## src/rtl/mem_arb_pkg.sv

```systemverilog
// Shared definitions for the unified-RAM arbiter: port identifiers and the
// read-return tag that travels alongside each outstanding read.
package mem_arb_pkg;

   localparam logic [1:0] PORT_D = 2'd0;
   localparam logic [1:0] PORT_F = 2'd1;
   localparam logic [1:0] PORT_L = 2'd2;

   localparam int               CNT_W   = 4;
   localparam logic [CNT_W-1:0] CNT_MAX = 4'd15;

   typedef struct packed {
      logic       valid;
      logic [1:0] port;
   } tag_t;

endpackage

```

## src/rtl/arb_tag_pipe.sv

```systemverilog
// Delay line of read-return tags; its depth matches the RAM read latency so
// each tag emerges in the same cycle as the data it describes.
module arb_tag_pipe
   import mem_arb_pkg::*;
#(
   parameter int RAM_LATENCY = 1
) (
   input  logic clk,
   input  logic reset_n,
   input  tag_t tag_in,
   output tag_t tag_out
);

   tag_t tag_p [RAM_LATENCY];

   always_ff @(posedge clk) begin
      if (!reset_n) begin
         for (int i = 0; i < RAM_LATENCY; i++) begin
            tag_p[i] <= '0;
         end
      end else begin
         tag_p[0] <= tag_in;
         for (int i = 1; i < RAM_LATENCY; i++) begin
            tag_p[i] <= tag_p[i-1];
         end
      end
   end

   assign tag_out = tag_p[RAM_LATENCY-1];

endmodule

```

## src/rtl/memory_arbiter.sv

```systemverilog
// Three-port arbiter for a single-ported unified RAM: fixed D > F > L priority
// with starvation promotion of F and L, and tag-routed pipelined read returns.
module memory_arbiter
   import mem_arb_pkg::*;
#(
   parameter int RAM_LATENCY  = 1,
   parameter int STARVE_LIMIT = 4
) (
   input  logic        clk,
   input  logic        reset_n,
   input  logic        d_req,
   input  logic        f_req,
   input  logic        l_req,
   input  logic        d_we,
   input  logic        l_we,
   input  logic [15:0] d_addr,
   input  logic [15:0] f_addr,
   input  logic [15:0] l_addr,
   input  logic [15:0] d_wdata,
   input  logic [15:0] l_wdata,
   output logic        d_gnt,
   output logic        f_gnt,
   output logic        l_gnt,
   output logic        d_rvalid,
   output logic        f_rvalid,
   output logic        l_rvalid,
   output logic [15:0] d_rdata,
   output logic [15:0] f_rdata,
   output logic [15:0] l_rdata,
   output logic        d_stall,
   output logic        f_stall,
   output logic        ram_en,
   output logic        ram_we,
   output logic [15:0] ram_addr,
   output logic [15:0] ram_wdata,
   input  logic [15:0] ram_rdata
);

   localparam logic [CNT_W-1:0] STARVE_TH = CNT_W'(STARVE_LIMIT);

   function automatic logic [CNT_W-1:0] sat_inc(input logic [CNT_W-1:0] c);
      return (c == CNT_MAX) ? c : c + 1'b1;
   endfunction

   logic [CNT_W-1:0] cnt_f;
   logic [CNT_W-1:0] cnt_l;
   logic             post_reset;
   logic             allow;
   logic             prom_f;
   logic             prom_l;
   logic             win_vld;
   logic [1:0]       win_port;
   tag_t             push_tag;
   tag_t             ret_tag;

   // Grants stay off while reset is asserted and for the cycle that follows it.
   assign allow  = reset_n & ~post_reset;
   assign prom_f = f_req & (cnt_f >= STARVE_TH);
   assign prom_l = l_req & (cnt_l >= STARVE_TH);

   always_comb begin
      win_vld  = 1'b0;
      win_port = PORT_D;
      if (allow) begin
         if (prom_f) begin
            win_vld  = 1'b1;
            win_port = PORT_F;
         end else if (prom_l) begin
            win_vld  = 1'b1;
            win_port = PORT_L;
         end else if (d_req) begin
            win_vld  = 1'b1;
            win_port = PORT_D;
         end else if (f_req) begin
            win_vld  = 1'b1;
            win_port = PORT_F;
         end else if (l_req) begin
            win_vld  = 1'b1;
            win_port = PORT_L;
         end
      end
   end

   assign d_gnt   = win_vld & (win_port == PORT_D);
   assign f_gnt   = win_vld & (win_port == PORT_F);
   assign l_gnt   = win_vld & (win_port == PORT_L);
   assign d_stall = allow & d_req & ~d_gnt;
   assign f_stall = allow & f_req & ~f_gnt;

   always_comb begin
      ram_en    = win_vld;
      ram_we    = 1'b0;
      ram_addr  = '0;
      ram_wdata = '0;
      if (win_vld) begin
         case (win_port)
            PORT_D: begin
               ram_we    = d_we;
               ram_addr  = d_addr;
               ram_wdata = d_wdata;
            end
            PORT_F: ram_addr = f_addr;
            PORT_L: begin
               ram_we    = l_we;
               ram_addr  = l_addr;
               ram_wdata = l_wdata;
            end
            default: ;
         endcase
      end
   end

   always_ff @(posedge clk) begin
      if (!reset_n) begin
         post_reset <= 1'b1;
         cnt_f      <= '0;
         cnt_l      <= '0;
      end else begin
         post_reset <= 1'b0;
         cnt_f      <= (f_req && !f_gnt) ? sat_inc(cnt_f) : '0;
         cnt_l      <= (l_req && !l_gnt) ? sat_inc(cnt_l) : '0;
      end
   end

   // Read tag enters the delay line at grant and exits alongside ram_rdata.
   assign push_tag.valid = win_vld & ~ram_we;
   assign push_tag.port  = win_port;

   arb_tag_pipe #(
      .RAM_LATENCY(RAM_LATENCY)
   ) u_tag_pipe (
      .clk    (clk),
      .reset_n(reset_n),
      .tag_in (push_tag),
      .tag_out(ret_tag)
   );

   assign d_rvalid = allow & ret_tag.valid & (ret_tag.port == PORT_D);
   assign f_rvalid = allow & ret_tag.valid & (ret_tag.port == PORT_F);
   assign l_rvalid = allow & ret_tag.valid & (ret_tag.port == PORT_L);
   assign d_rdata  = ram_rdata;
   assign f_rdata  = ram_rdata;
   assign l_rdata  = ram_rdata;

endmodule

```

## config.mk

```make
export PLATFORM = sky130hd
export DESIGN_NAME = memory_arbiter
export DESIGN_NICKNAME = d
export VERILOG_FILES = /design/src/rtl/mem_arb_pkg.sv /design/src/rtl/arb_tag_pipe.sv /design/src/rtl/memory_arbiter.sv
export SDC_FILE = /design/constraint.sdc
export NUM_CORES = 1
export LEC_CHECK = 0
export CORE_ASPECT_RATIO = 1.2
export CORE_MARGIN = 4
export CORE_UTILIZATION = 25
export CTS_CLUSTER_DIAMETER = 50
export DETAILED_ROUTE_END_ITERATION = 10
export PLACE_DENSITY = 0.86
export SYNTH_ARGS = -nofsm -noshare
export SYNTH_HDL_FRONTEND = slang
export SYNTH_SLANG_ARGS = --single-unit
```

## constraint.sdc

```tcl
create_clock -name clk -period 2.32 [get_ports clk]
set_input_delay 0.58 -clock clk [delete_from_list [all_inputs] [get_ports clk]]
set_output_delay 0.58 -clock clk [all_outputs]
set_load 0.03 [all_outputs]
```

After elaboration in Yosys (flattened, before gate mapping)
Memory sizes are Yosys's and may differ from the RTL's.
Index checks and enable logic that the tools add are counted.
Widths: inputs -> output; s select.
{ "totals": {"romBits": 0, "wordCells": 64, "out_inout_bits": 90, "register_bits": 9, "input_bits": 103, "latchBits": 0, "ram_bits": 3, "mem_count": 1} }
{ "mem_list": {"columns": ["memory", "words", "width", "read_ports", "rd_clocked_by_memory_dff", "wr", "line", "rtl"], "rows": [
  ["u_tag_pipe.tag_p", 1, 3, 1, 0, 1, "arb_tag_pipe.sv:14", "tag_t tag_p [RAM_LATENCY];"]
]} }
{ "op_classes": {"n_eq_ne": 6, "n_mul": 0, "bitwise": 19, "n_addsub": 2, "shift": 0, "mux": 22, "n_lt_le_gt_ge": 2, "div": 0, "n_reduce_logical": 9} }
{ "ops": {"columns": ["operator", "n"], "rows": [
  ["$pmux 16 s3", 1],
  ["$mux 16", 2],
  ["$pmux 16 s2", 1],
  ["$and 1x1->1", 15],
  ["$mux 2", 6],
  ["$mux 1", 10],
  ["$add 4x1->4 const B", 2],
  ["$eq 4x4->1 const B", 2],
  ["$ge 4x3->1 const B", 2],
  ["$eq 2x1->1 const B", 2],
  ["$eq 2x2->1 const B", 2],
  ["$logic_not 2->1", 2],
  ["$not 1->1", 4],
  ["$reduce_and 2->1", 2],
  ["$mux 3", 1],
  ["$reduce_or 3->1", 1],
  ["$logic_and 1x1->1", 2],
  ["$logic_not 1->1", 2],
  ["$pmux 1 s2", 1]
]} }

Longest topological paths before layout
{ "depth": {"depth_word": 12, "depth_mapped": 5, "mapped_depth_nobuf": 4} }

By module
A second synthesis with hierarchy kept.
{ "unflattened": {"cells_unflattened": 181, "hier_area_um2": 1567.8} }
{ "modules_own_cells": {"columns": ["module", "area_per_inst_um2", "seq_area_each_um2", "n_inst", "cells_each"], "rows": [
  ["memory_arbiter", 1488.9, 180.2, 1, 175],
  ["arb_tag_pipe", 78.8, 60.1, 1, 6]
]} }

Worst setup path after synthesis
Ideal clock, no wire load.
{ "synth_path": {"path_type": "input -> output", "startpoint": "input d_req", "endpoint": "output ram_addr[10]", "setup_slack_ns": 0.012, "cell_stages": 4, "arrival_ns": 1.728, "t_required_ns": 1.740, "n_path_buf": 1, "path_cell_list": "or3_4 a31oi_4 buf_8 a221o_1"} }
{ "synth_via": {"elab_chain_cells": 7, "elab_cells_between_ends": 13, "classes_between": "eq/ne (2); mux (10); reduce/logical (1)"} }
{ "synth_rtl": {"columns": ["element", "line", "rtl"], "rows": [
  ["start, declared", "memory_arbiter.sv:11", "input logic d_req,"],
  ["$mux 2", "memory_arbiter.sv:71", "end else if (d_req) begin"],
  ["$mux 2", "memory_arbiter.sv:68", "end else if (prom_l) begin"],
  ["$mux 2", "memory_arbiter.sv:65", "if (prom_f) begin"],
  ["$mux 2", "memory_arbiter.sv:64", "if (allow) begin"],
  ["$eq 2x2->1, or another cell as far along", "memory_arbiter.sv:96", "case (win_port)"],
  ["$pmux 16 s3", "memory_arbiter.sv:96", null],
  ["$mux 16 *", "memory_arbiter.sv:95", "if (win_vld) begin"],
  ["end, declared", "memory_arbiter.sv:34", "output logic [15:0] ram_addr,"]
]} }
Mark *: on every way between the ends. The rest lies on a longest branch, timed or not.

Worst setup path in the final report
{ "layout_path": {"startpoint": "input d_req", "endpoint": "output ram_addr[7]"} }
Same word-level chain as after synthesis.

==> Flow_metrics.wiki <==
{| class="wikitable"
! Metric !! Value
|-
| Result of the run || finished, violations left
|-
| Violations in the final reports || setup timing
|-
| Global route total overflow || 0
|-
| Overall die height || 94.3 um
|-
| H-Tree Level Count || 1
|-
| Effective utilization at floorplan || 0.256
|-
| Detailed Route WL || 7140 um
|-
| ANT nets after route || 0
|-
| Worst-path maximum fanout || 5
|-
| Core area || 6050 um^2
|-
| Class of the tightest hold or removal check || reg -> reg
|-
| Power per unit of standard cell area || 257 nW/um^2
|-
| Yosys warning count || 0
|-
| Number of nets in the layout || 400
|-
| Chip Width || 79.9 um
|-
| Placed Cells incl. Taps || 359
|-
| Category of the worst setup path capture point || primary output
|-
| Worst relative slew slack || 0.777
|-
| Highest ir drop seen on vdd || 214 uV
|-
| Estimated wirelength of the detail-placed design || 5340 um
|-
| Final design instance area without fill || 3300 um^2
|-
| # Max-Cap Violations || 0
|-
| First-pass GRT wire length || 10200 um
|-
| Site row count || 31
|-
| Number of cells produced by synthesis || 177
|-
| Setup slack of the critical path after layout || -0.167 ns
|-
| Final Util || 0.545
|-
| Final weighted congestion in routability-driven placement || 0.915
|-
| Sum Neg Setup Slack || -2.08 ns
|-
| Number of failing hold endpoints at the final stage || 0
|-
| Vias in the first global route || 1962
|-
| Leading cell type in the layout, fill and taps excluded || clkdlybuf4s50_1
|-
| Root Buffer Master || clkbuf_8
|-
| Pint || 0.600 mW
|-
| Clock share of power || 0.220
|-
| Post-Syn Area per Cell || 8.77 um^2
|-
| Seq pwr share || 0.256
|-
| Detailed-routing iteration count for the pre-antenna-repair pass || 4
|-
| # port buffers || 128
|-
| Min Clock Period, post-route || 2.49 ns
|-
| Largest net degree at the start of global routing || 20
|-
| IO Pins || 193
|-
| Clock buffers created by TritonCTS || 3
|-
| Top cells by area, synth || buf_4 (24%), dfxtp_1 (15%), a221o_1 (10%)
|-
| Fraction of final layout cells sized beyond drive strength 1 || 0.410
|-
| Final number of max-transition violations || 0
|-
| Worst slew pin tran || 0.326 ns
|-
| Violation count after the first detailed-routing iteration || 61
|-
| Antenna violations before repair || 0
|-
| Cell area after technology mapping || 1550 um^2
|-
| Clock Latency Late Sink || 0.24 ns
|-
| Average detailed-routed wire length per instance || 19.0 um
|-
| Period utilization || 1.07
|-
| Layout overhead on the synthesized area || 112%
|-
| Element type at the critical path start || input pin
|-
| Leakage power || 1.35 nW
|-
| Logic pwr share || 0.524
|-
| Commonest cells after routing, fill and taps aside || clkdlybuf4s50_1 (82), buf_4 (34), buf_6 (30)
|-
| Vias per std cell || 5.01
|-
| Net count after synthesis || 282
|-
| Total number of vias || 1879
|-
| Peak Freq || 402 MHz
|-
| Clock tree skew after final layout || 0.00379 ns
|-
| CTS Buffer Depth || 2
|-
| Placed standard-cell area || 2830 um^2
|-
| WP data required || 1.74 ns
|-
| Post-synth top area share || 0.242
|-
| Switching pwr || 0.247 mW
|-
| Launching element of the worst setup path || d_req
|-
| Startpoint of the worst-slack reg-to-reg timing path || cnt_f[2]
|-
| Number of setup violations in the final report || 32
|-
| Worst slack at placement || -0.618 ns
|-
| Setup repair after global routing missed its margin || true
|-
| Number of remaining DRC errors || 0
|-
| Number of standard cells in the final layout excluding fillers || 375
|-
| Worst endpoint data arrival time || 1.91 ns
|-
| Global Route Usage Sum || 0.182
|-
| Fill cell count || 524
|-
| Critical hold path startpoint || cnt_l[0]
|-
| Cell type with the highest aggregate area in the netlist || buf_4
|-
| Area of the die || 7540 um^2
|-
| Seq/Total Area, Yosys || 0.155
|-
| Kind of critical path || in -> out
|-
| Number of inserted diodes || 0
|-
| Clk pin slew, worst setup/hold paths || 0.05 ns
|-
| Switching part of the total power || 0.291
|-
| Synthesis-stage register bit count || 12
|-
| Number of unique standard cell types used by synthesis || 38
|-
| Clock tree from TritonCTS || yes
|-
| Sink Count || 12
|}
==> synthesized netlist by cell type, drive strengths merged <==
library cell	n
a2111oi	2
a221o	16
a22o	17
a31oi	3
and3	1
and3b	1
buf	57
clkbuf	2
dfxtp	12
ha	2
inv	4
mux2i	2
nand2	3
nand3	4
nand3b	3
nor2	4
nor2b	1
nor3	10
nor3b	2
nor4	1
nor4b	16
o2111ai	1
o211a	2
o21a	2
o21ai	2
o311a	1
o31a	1
or2	2
or3	1
xnor2	2
==> repair_timing <==
action / CTS / global route
pin swaps: 9 / 12
cloned: 4 / 1
hold endpoints to repair: 0 / 0
hold buffers: 0 / 0
resized for setup: 76 / 10
setup endpoints to repair: 42 / 34
setup buffers: 8 / 1
==> per-stage QoR <==
step	hold WS, ns	total power [mW]
2_1_floorplan	0.513	0.511
3_3_place_gp	0.525	0.609
3_5_place_dp	0.551	0.615
4_1_cts	0.549	0.848
5_1_grt	0.578	0.885
6_report	0.543	0.846
==> worst max-delay path, stage by stage <==
cell     delay (ns)
buf_8          0.10
or3_4          0.34
buf_6          0.13
a31oi_4        0.15
buf_6          0.16
buf_12         0.12
a221o_1        0.18
buf_6          0.14
==> cell families after synthesis <==
group | after synthesis | share of synthesized area
muxes | 2 | 0.0129
buffers and inverters | 63 | 0.302
AOI/OAI and AO/OA | 47 | 0.283
adders and majority gates | 2 | 0.0161
DFF | 12 | 0.155
and+or+nand+nor | 49 | 0.220
xor gates and xnor gates | 2 | 0.0113
==> final timing paths <==
check                           end  slack [ns]  cells past startpoint
min                        cnt_l[3]        0.54                      2
max reg2reg  u_tag_pipe.tag_p[0][2]        0.60                      8
max                     ram_addr[7]       -0.17                      8
min reg2reg                cnt_l[3]        0.54                      2
==> area by class of cell <==
cell class                      count  area [um^2]  area share
Clock buffer                        3         41.3      0.0125
Inverter                            4         15.0     0.00456
Multi-Input combinational cell    102          971       0.295
Sequential cell                    12          245      0.0744
Tap cell                           82          103      0.0311
Timing Repair Buffer              172         1920       0.583
==> per-layer routing <==
metal	part of all wire	track usage	vias to the layer above
li1	-	-	881
met1	0.35	0.182	881
met4	0.042	0.0761	0
met2	0.53	0.343	86
met5	0	0	-
met3	0.076	0.0537	31
==> sequential cells by signal, indices dropped and copies added, names as in the netlist <==
signal / count
u_tag_pipe.tag_p: 3
post_reset: 1
cnt_l: 4
cnt_f: 4
==> power groups by stage <==
| stage | sequential [mW] | combinational [mW] | clock, mW |
|---|---|---|---|
| after floorplan | 0.220 | 0.291 | 0 |
| after global placement | 0.221 | 0.388 | 0 |
| after detailed placement | 0.222 | 0.394 | 0 |
| after CTS | 0.216 | 0.439 | 0.193 |
| after global routing | 0.217 | 0.463 | 0.205 |
| final | 0.216 | 0.444 | 0.186 |
Note: power is estimated with default switching activity, not from simulation.
